==> src/rtl/lsu_issue_buffer.sv <==
// In-order LSU issue buffer: computes effective address and misalignment at push,
// releases loads immediately and holds stores at the head until committed.
module lsu_issue_buffer #(
    parameter int OPERAND_SIZE  = 64,
    parameter int TRANS_ID_BITS = 3,
    parameter int DEPTH         = 4
) (
    input  logic                       clk_i,
    input  logic                       rst_ni,
    input  logic                       flush_i,
    input  logic                       req_valid_i,
    output logic                       req_ready_o,
    input  logic                       req_store_i,
    input  logic [1:0]                 req_size_i,
    input  logic [OPERAND_SIZE-1:0]    operand_a_i,
    input  logic [OPERAND_SIZE-1:0]    operand_b_i,
    input  logic [OPERAND_SIZE-1:0]    imm_i,
    input  logic [TRANS_ID_BITS-1:0]   trans_id_i,
    input  logic                       commit_i,
    output logic                       mem_valid_o,
    input  logic                       mem_ready_i,
    output logic [OPERAND_SIZE-1:0]    mem_addr_o,
    output logic [OPERAND_SIZE-1:0]    mem_wdata_o,
    output logic                       mem_store_o,
    output logic [1:0]                 mem_size_o,
    output logic [TRANS_ID_BITS-1:0]   mem_trans_id_o,
    output logic                       mem_misaligned_o,
    output logic [$clog2(DEPTH+1)-1:0] usage_o,
    output logic [$clog2(DEPTH+1)-1:0] commit_cnt_o
);

    localparam int PW = $clog2(DEPTH);
    localparam int CW = $clog2(DEPTH+1);
    localparam logic [CW-1:0] FULL = CW'(DEPTH);

    logic [OPERAND_SIZE-1:0]  addr_q  [DEPTH];
    logic [OPERAND_SIZE-1:0]  wdata_q [DEPTH];
    logic                     store_q [DEPTH];
    logic [1:0]               size_q  [DEPTH];
    logic [TRANS_ID_BITS-1:0] id_q    [DEPTH];
    logic                     mis_q   [DEPTH];

    logic [PW-1:0] head_q, tail_q;
    logic [CW-1:0] usage_q, commit_q, store_cnt_q;

    logic [OPERAND_SIZE-1:0] eff_addr;
    logic                    misaligned;
    logic                    push, pop, pop_store;

    assign eff_addr = operand_a_i + imm_i;

    always_comb begin
        misaligned = 1'b0;
        case (req_size_i)
            2'd1:    misaligned = eff_addr[0];
            2'd2:    misaligned = |eff_addr[1:0];
            2'd3:    misaligned = |eff_addr[2:0];
            default: misaligned = 1'b0;
        endcase
    end

    // Both ports are valid/ready: a beat transfers on the edge where valid && ready,
    // valid never depends on ready, and the offered payload is held until it transfers.
    assign req_ready_o = (usage_q != FULL);
    assign mem_valid_o = (usage_q != '0) && (!store_q[head_q] || (commit_q != '0));

    assign push      = req_valid_i && req_ready_o && !flush_i;
    assign pop       = mem_valid_o && mem_ready_i && !flush_i;
    assign pop_store = pop && store_q[head_q];

    always_ff @(posedge clk_i) begin
        if (push) begin
            addr_q[tail_q]  <= eff_addr;
            wdata_q[tail_q] <= operand_b_i;
            store_q[tail_q] <= req_store_i;
            size_q[tail_q]  <= req_size_i;
            id_q[tail_q]    <= trans_id_i;
            mis_q[tail_q]   <= misaligned;
        end
    end

    always_ff @(posedge clk_i) begin
        if (!rst_ni) begin
            head_q      <= '0;
            tail_q      <= '0;
            usage_q     <= '0;
            store_cnt_q <= '0;
        end else if (flush_i) begin
            head_q      <= '0;
            tail_q      <= '0;
            usage_q     <= '0;
            store_cnt_q <= '0;
        end else begin
            if (push) tail_q <= tail_q + PW'(1);
            if (pop)  head_q <= head_q + PW'(1);
            case ({push, pop})
                2'b10:   usage_q <= usage_q + CW'(1);
                2'b01:   usage_q <= usage_q - CW'(1);
                default: usage_q <= usage_q;
            endcase
            case ({push && req_store_i, pop_store})
                2'b10:   store_cnt_q <= store_cnt_q + CW'(1);
                2'b01:   store_cnt_q <= store_cnt_q - CW'(1);
                default: store_cnt_q <= store_cnt_q;
            endcase
        end
    end

    // Commit credits survive a flush: committed stores are architecturally owed to memory.
    always_ff @(posedge clk_i) begin
        if (!rst_ni) begin
            commit_q <= '0;
        end else begin
            case ({commit_i, pop_store})
                2'b10:   commit_q <= commit_q + CW'(1);
                2'b01:   commit_q <= commit_q - CW'(1);
                default: commit_q <= commit_q;
            endcase
        end
    end

    assign mem_addr_o       = addr_q[head_q];
    assign mem_wdata_o      = wdata_q[head_q];
    assign mem_store_o      = store_q[head_q];
    assign mem_size_o       = size_q[head_q];
    assign mem_trans_id_o   = id_q[head_q];
    assign mem_misaligned_o = mis_q[head_q];
    assign usage_o          = usage_q;
    assign commit_cnt_o     = commit_q;

    a_commit_has_store: assert property (@(posedge clk_i) disable iff (!rst_ni)
        commit_i |-> (commit_q != store_cnt_q));
    a_flush_no_commit: assert property (@(posedge clk_i) disable iff (!rst_ni)
        flush_i |-> (commit_q == '0));

endmodule

==> config.mk <==
export PLATFORM = sky130hd
export DESIGN_NAME = lsu_issue_buffer
export DESIGN_NICKNAME = d
export VERILOG_FILES = /design/src/rtl/lsu_issue_buffer.sv
export SDC_FILE = /design/constraint.sdc
export NUM_CORES = 1
export LEC_CHECK = 0
export CORE_MARGIN = 2
export CORE_UTILIZATION = 25
export CTS_CLUSTER_DIAMETER = 100
export DETAILED_ROUTE_END_ITERATION = 8
export GPL_TIMING_DRIVEN = 0
export HOLD_SLACK_MARGIN = 0.06
export SYNTH_ARGS = -nofsm -noshare
export SYNTH_HDL_FRONTEND = slang
export SYNTH_SLANG_ARGS = --single-unit
==> constraint.sdc <==
create_clock -name clk_i -period 9.9 [get_ports clk_i]
set_input_delay 1.485 -clock clk_i [delete_from_list [all_inputs] [get_ports clk_i]]
set_output_delay 1.485 -clock clk_i [all_outputs]
set_load 0.1 [all_outputs]
==> run summary <==
The clock transition time at the flip-flop clock pins of the worst setup and hold paths is 0.06 ns. Global routing consumed, over all layers together, 12.2% of the routing resources. In this run the clock root is driven by a sky130_fd_sc_hd__clkbuf_16. The number of global-route vias before repair is 14.4k. The number of cell rows came out at 113. The start-to-end type of the worst setup path is flop to primary output.

After legalization and detailed placement, the total HPWL measured 43.2 mm. The count of boundary I/O pins came out at 347. The number of enable-type register cells in the synthesized netlist came out at 540. The core outline area came out at 94700 um2. Counting instances in the post-synthesis netlist gives the leading cell types as 540 x sky130_fd_sc_hd__edfxtp_1, 135 x sky130_fd_sc_hd__mux4_2, 89 x sky130_fd_sc_hd__a21oi_1.

The worst setup path is launched from a flop. The capture point of the worst reg-to-reg path is usage_o[2]. The area share of the largest cell type after synthesis is 68.1%. The post-layout minimum cycle time came out at 6.10 ns.

The synthesized design contains 552 register bits. After clock tree synthesis, the setup repair step added 0 buffers. The critical path data arrival time came out at 4.61 ns. The number of cells after detailed placement is 2948. The number of vias after detailed routing came out at 13.8k.

The count of endpoints failing hold in the final timing report came out at 0. The total of buffers placed on input and output ports came out at 346. In this run, post-CTS repair resized a total of 0 instances.

The post-synthesis instance total came out at 1329. The maximum net fanout on the critical path came out at 10. The setup check on the worst reg-to-reg path leaves a slack of 6.30 ns.

The CTS buffer count is 61. The portion of the clock cycle consumed by the worst path in the final layout is 61.6%. The worst-case reg-to-reg path depth came out at 11.

The number of buffers between clock root and the deepest sink came out at 3. The flow ran to the end, and the final reports show no timing, DRC or antenna violations. The total routed wirelength came out at 61.1 mm. The quantity of hold-fixing buffers added after cts is 0. The detail-routed via count per cell came out at 4.51. The final total negative setup slack came out at 0 ns. In the final design database the tool counted 2022 nets.

For the pin with the worst max-slew slack, the measured transition is 1.34 ns. The number of clock sinks seen by CTS came out at 552. The power per cell area is 186 nW/um2. The average cell area after synthesis came out at 17.9 um2. The worst hold path begins at tail_q[1]. The post-route antenna net violation count came out at 0. The relative max-transition margin came out at 10.6%.

For this block, the initial DRC count from the detailed router was 1075. The post-synthesis cell area came out at 23800 um2. The final routed DRC violation total is 0. The share of synthesized flip-flops with an asynchronous set or reset came out at 0%. The fraction of layout instances using a drive strength above 1 came out at 15.3%. The largest total area in the synthesized netlist belongs to sky130_fd_sc_hd__edfxtp_1. The number of iterations in the first detailed-routing pass is 5. Timing would allow up to 0.164 GHz.

Setup repair after global routing left no endpoint under its margin. Data on the critical path is required at its endpoint by 8.42 ns. The non-filler instance count after layout came out at 3058. TritonCTS built the clock tree. In this run the worst hold path is classified as flop to flop.

Entering global routing, the biggest net connects 53 pins. The area added between synthesis and finish is 30.5%. The wire length of the first global-routing pass came out at 89.8 mm. sky130_fd_sc_hd__edfxtp_1 is the most common cell in the netlist. The number of nets in the synthesized netlist came out at 1605.

The worst clock skew came out at 0.0163 ns. Yosys attributes the largest share of cell area to sky130_fd_sc_hd__edfxtp_1 68%, sky130_fd_sc_hd__mux4_2 13%, sky130_fd_sc_hd__ha_1 3.6%. At the later pin of the worst-skew pair, clock insertion delay measures 0.63 ns. The number of synthesis warnings is 0.

For this run, the leading register cell type out of synthesis is sky130_fd_sc_hd__edfxtp_1. The worst hold path cell count came out at 2. The H-tree was split into 2 levels.

The total setup violations reported at the end of the flow came out at 0. The total congestion overflow came out at 0. The worst setup path is captured at a primary output. The routed wire length per instance is 20.0 um.

Once the floorplan was initialized, standard cells occupied 25.1% of the core. The initial antenna violation count came out at 1. The count of max-cap constraint violations is 0.

The static leakage is 9.93 nW. The final estimated routing congestion in global placement is 0.870. The worst hold path terminates at tail_q[1]. The chip height came out at 313 um. The final number of max-transition violations came to 0. Fill cells in the final layout number 9138. The floorplan die width is 313 um. The floorplan step defined a die boundary enclosing 97700 um2. The worst-case vdd ir drop is 0.133 mV.

Sequential elements use 69.1% of the synthesized area. The number of different library cells in the post-synthesis netlist is 74.
registers in the layout (all words and copies together), names as in the netlist, named ones only:
register / count
commit_cnt_o: 3
wdata_q: 256
usage_o: 3
head_q: 2
mis_q: 4
size_q: 8
id_q: 12
addr_q: 256
tail_q: 2
store_q: 4
through the flow:
step	total power, W	utilization [%]	area (um2)	hold slack (ns)	worst slack, ns
after detailed placement	0.00361	30.7	29100	0.518	4.09
after floorplan	0.00332	-	23800	0.469	3.77
after CTS	0.00588	32.8	31100	0.529	3.38
final	0.00580	32.8	31100	0.519	3.80
after global placement	0.00360	30.5	28900	0.485	0.853
after global routing	0.00602	32.8	31100	0.554	3.35
per-layer routing:
layer / vias to the layer above / GRT usage [%] / wire (um)
li1: 6242 / - / -
met1: 7030 / 14.7 / 24400
met2: 425 / 21.7 / 31300
met3: 93 / 2.50 / 3610
met4: 0 / 3.93 / 1770
met5: - / 0 / 0
area by class of cell:
type	count	area, um2	area share [%]
antenna	2	5.00	0.0161
buffer	59	282	0.906
clock buffer	72	1590	5.11
clock inverter	36	398	1.28
inverter	27	101	0.326
multi-input combinational	691	6980	22.5
sequential	552	16500	52.9
tap	1265	1580	5.09
timing repair buffer	354	3680	11.9
critical path, stage by stage (launching register included):
cell and delay, ns:
sky130_fd_sc_hd__dfxtp_1 0.30, sky130_fd_sc_hd__clkbuf_1 0.73, sky130_fd_sc_hd__buf_2 0.51, sky130_fd_sc_hd__buf_1 0.80, sky130_fd_sc_hd__mux4_2 0.62, sky130_fd_sc_hd__clkdlybuf4s50_1 1.00
how the worst max path moves through the flow:
stage                           start               to  cells after the start
final                            flop  mem_wdata_o[55]                      5
after floorplan            usage_o[0]     addr_q[0][0]                      5
after CTS                        flop  mem_wdata_o[55]                      5
after detailed placement         flop   mem_wdata_o[4]                      5
after global placement    req_valid_i   wdata_q[0][19]                      4
after global routing             flop  mem_wdata_o[10]                      5
cell usage in the layout, fill, tap and decap left out, types with 11 or more instances in the layout:
| master | count |
|---|---|
| sky130_fd_sc_hd__edfxtp_1 | 540 |
| sky130_fd_sc_hd__clkdlybuf4s50_1 | 346 |
| sky130_fd_sc_hd__mux4_2 | 135 |
| sky130_fd_sc_hd__a21oi_1 | 89 |
| sky130_fd_sc_hd__ha_1 | 69 |
| sky130_fd_sc_hd__clkbuf_16 | 62 |
| sky130_fd_sc_hd__nand2_1 | 52 |
| sky130_fd_sc_hd__nor2_1 | 45 |
| sky130_fd_sc_hd__clkbuf_1 | 44 |
| sky130_fd_sc_hd__xnor2_1 | 43 |
| sky130_fd_sc_hd__o21ai_0 | 41 |
| sky130_fd_sc_hd__inv_1 | 27 |
| sky130_fd_sc_hd__xor2_1 | 25 |
| sky130_fd_sc_hd__a21o_1 | 19 |
| sky130_fd_sc_hd__nand3_1 | 17 |
| sky130_fd_sc_hd__nand4_1 | 17 |
| sky130_fd_sc_hd__o21bai_1 | 15 |
| sky130_fd_sc_hd__buf_1 | 15 |
| sky130_fd_sc_hd__dfxtp_1 | 12 |
| sky130_fd_sc_hd__clkinv_1 | 11 |
report_power, final:
part           internal, W  total (W)  switching, W
logic             0.000282   0.000864      0.000581
registers          0.00268    0.00269     0.0000114
clock network      0.00133    0.00224      0.000913
total              0.00429    0.00580       0.00151
logic make-up (layout without fill, tap and decap cells):
| logic type | Yosys count | in the layout | share of synthesized area, % |
|---|---|---|---|
| multiplexers | 136 | 136 | 12.8 |
| buffers and inverters | 86 | 548 | 1.61 |
| AND/OR/NAND/NOR | 185 | 185 | 3.91 |
| AO/OA/AOI/OAI | 230 | 230 | 6.18 |
| XOR/XNOR | 68 | 68 | 2.50 |
| flip-flops | 552 | 552 | 69.1 |
| adder cells (fa/ha/maj) | 72 | 72 | 3.88 |
| other | 0 | 2 | 0 |
No activity file was read; power rests on OpenSTA's default activity.
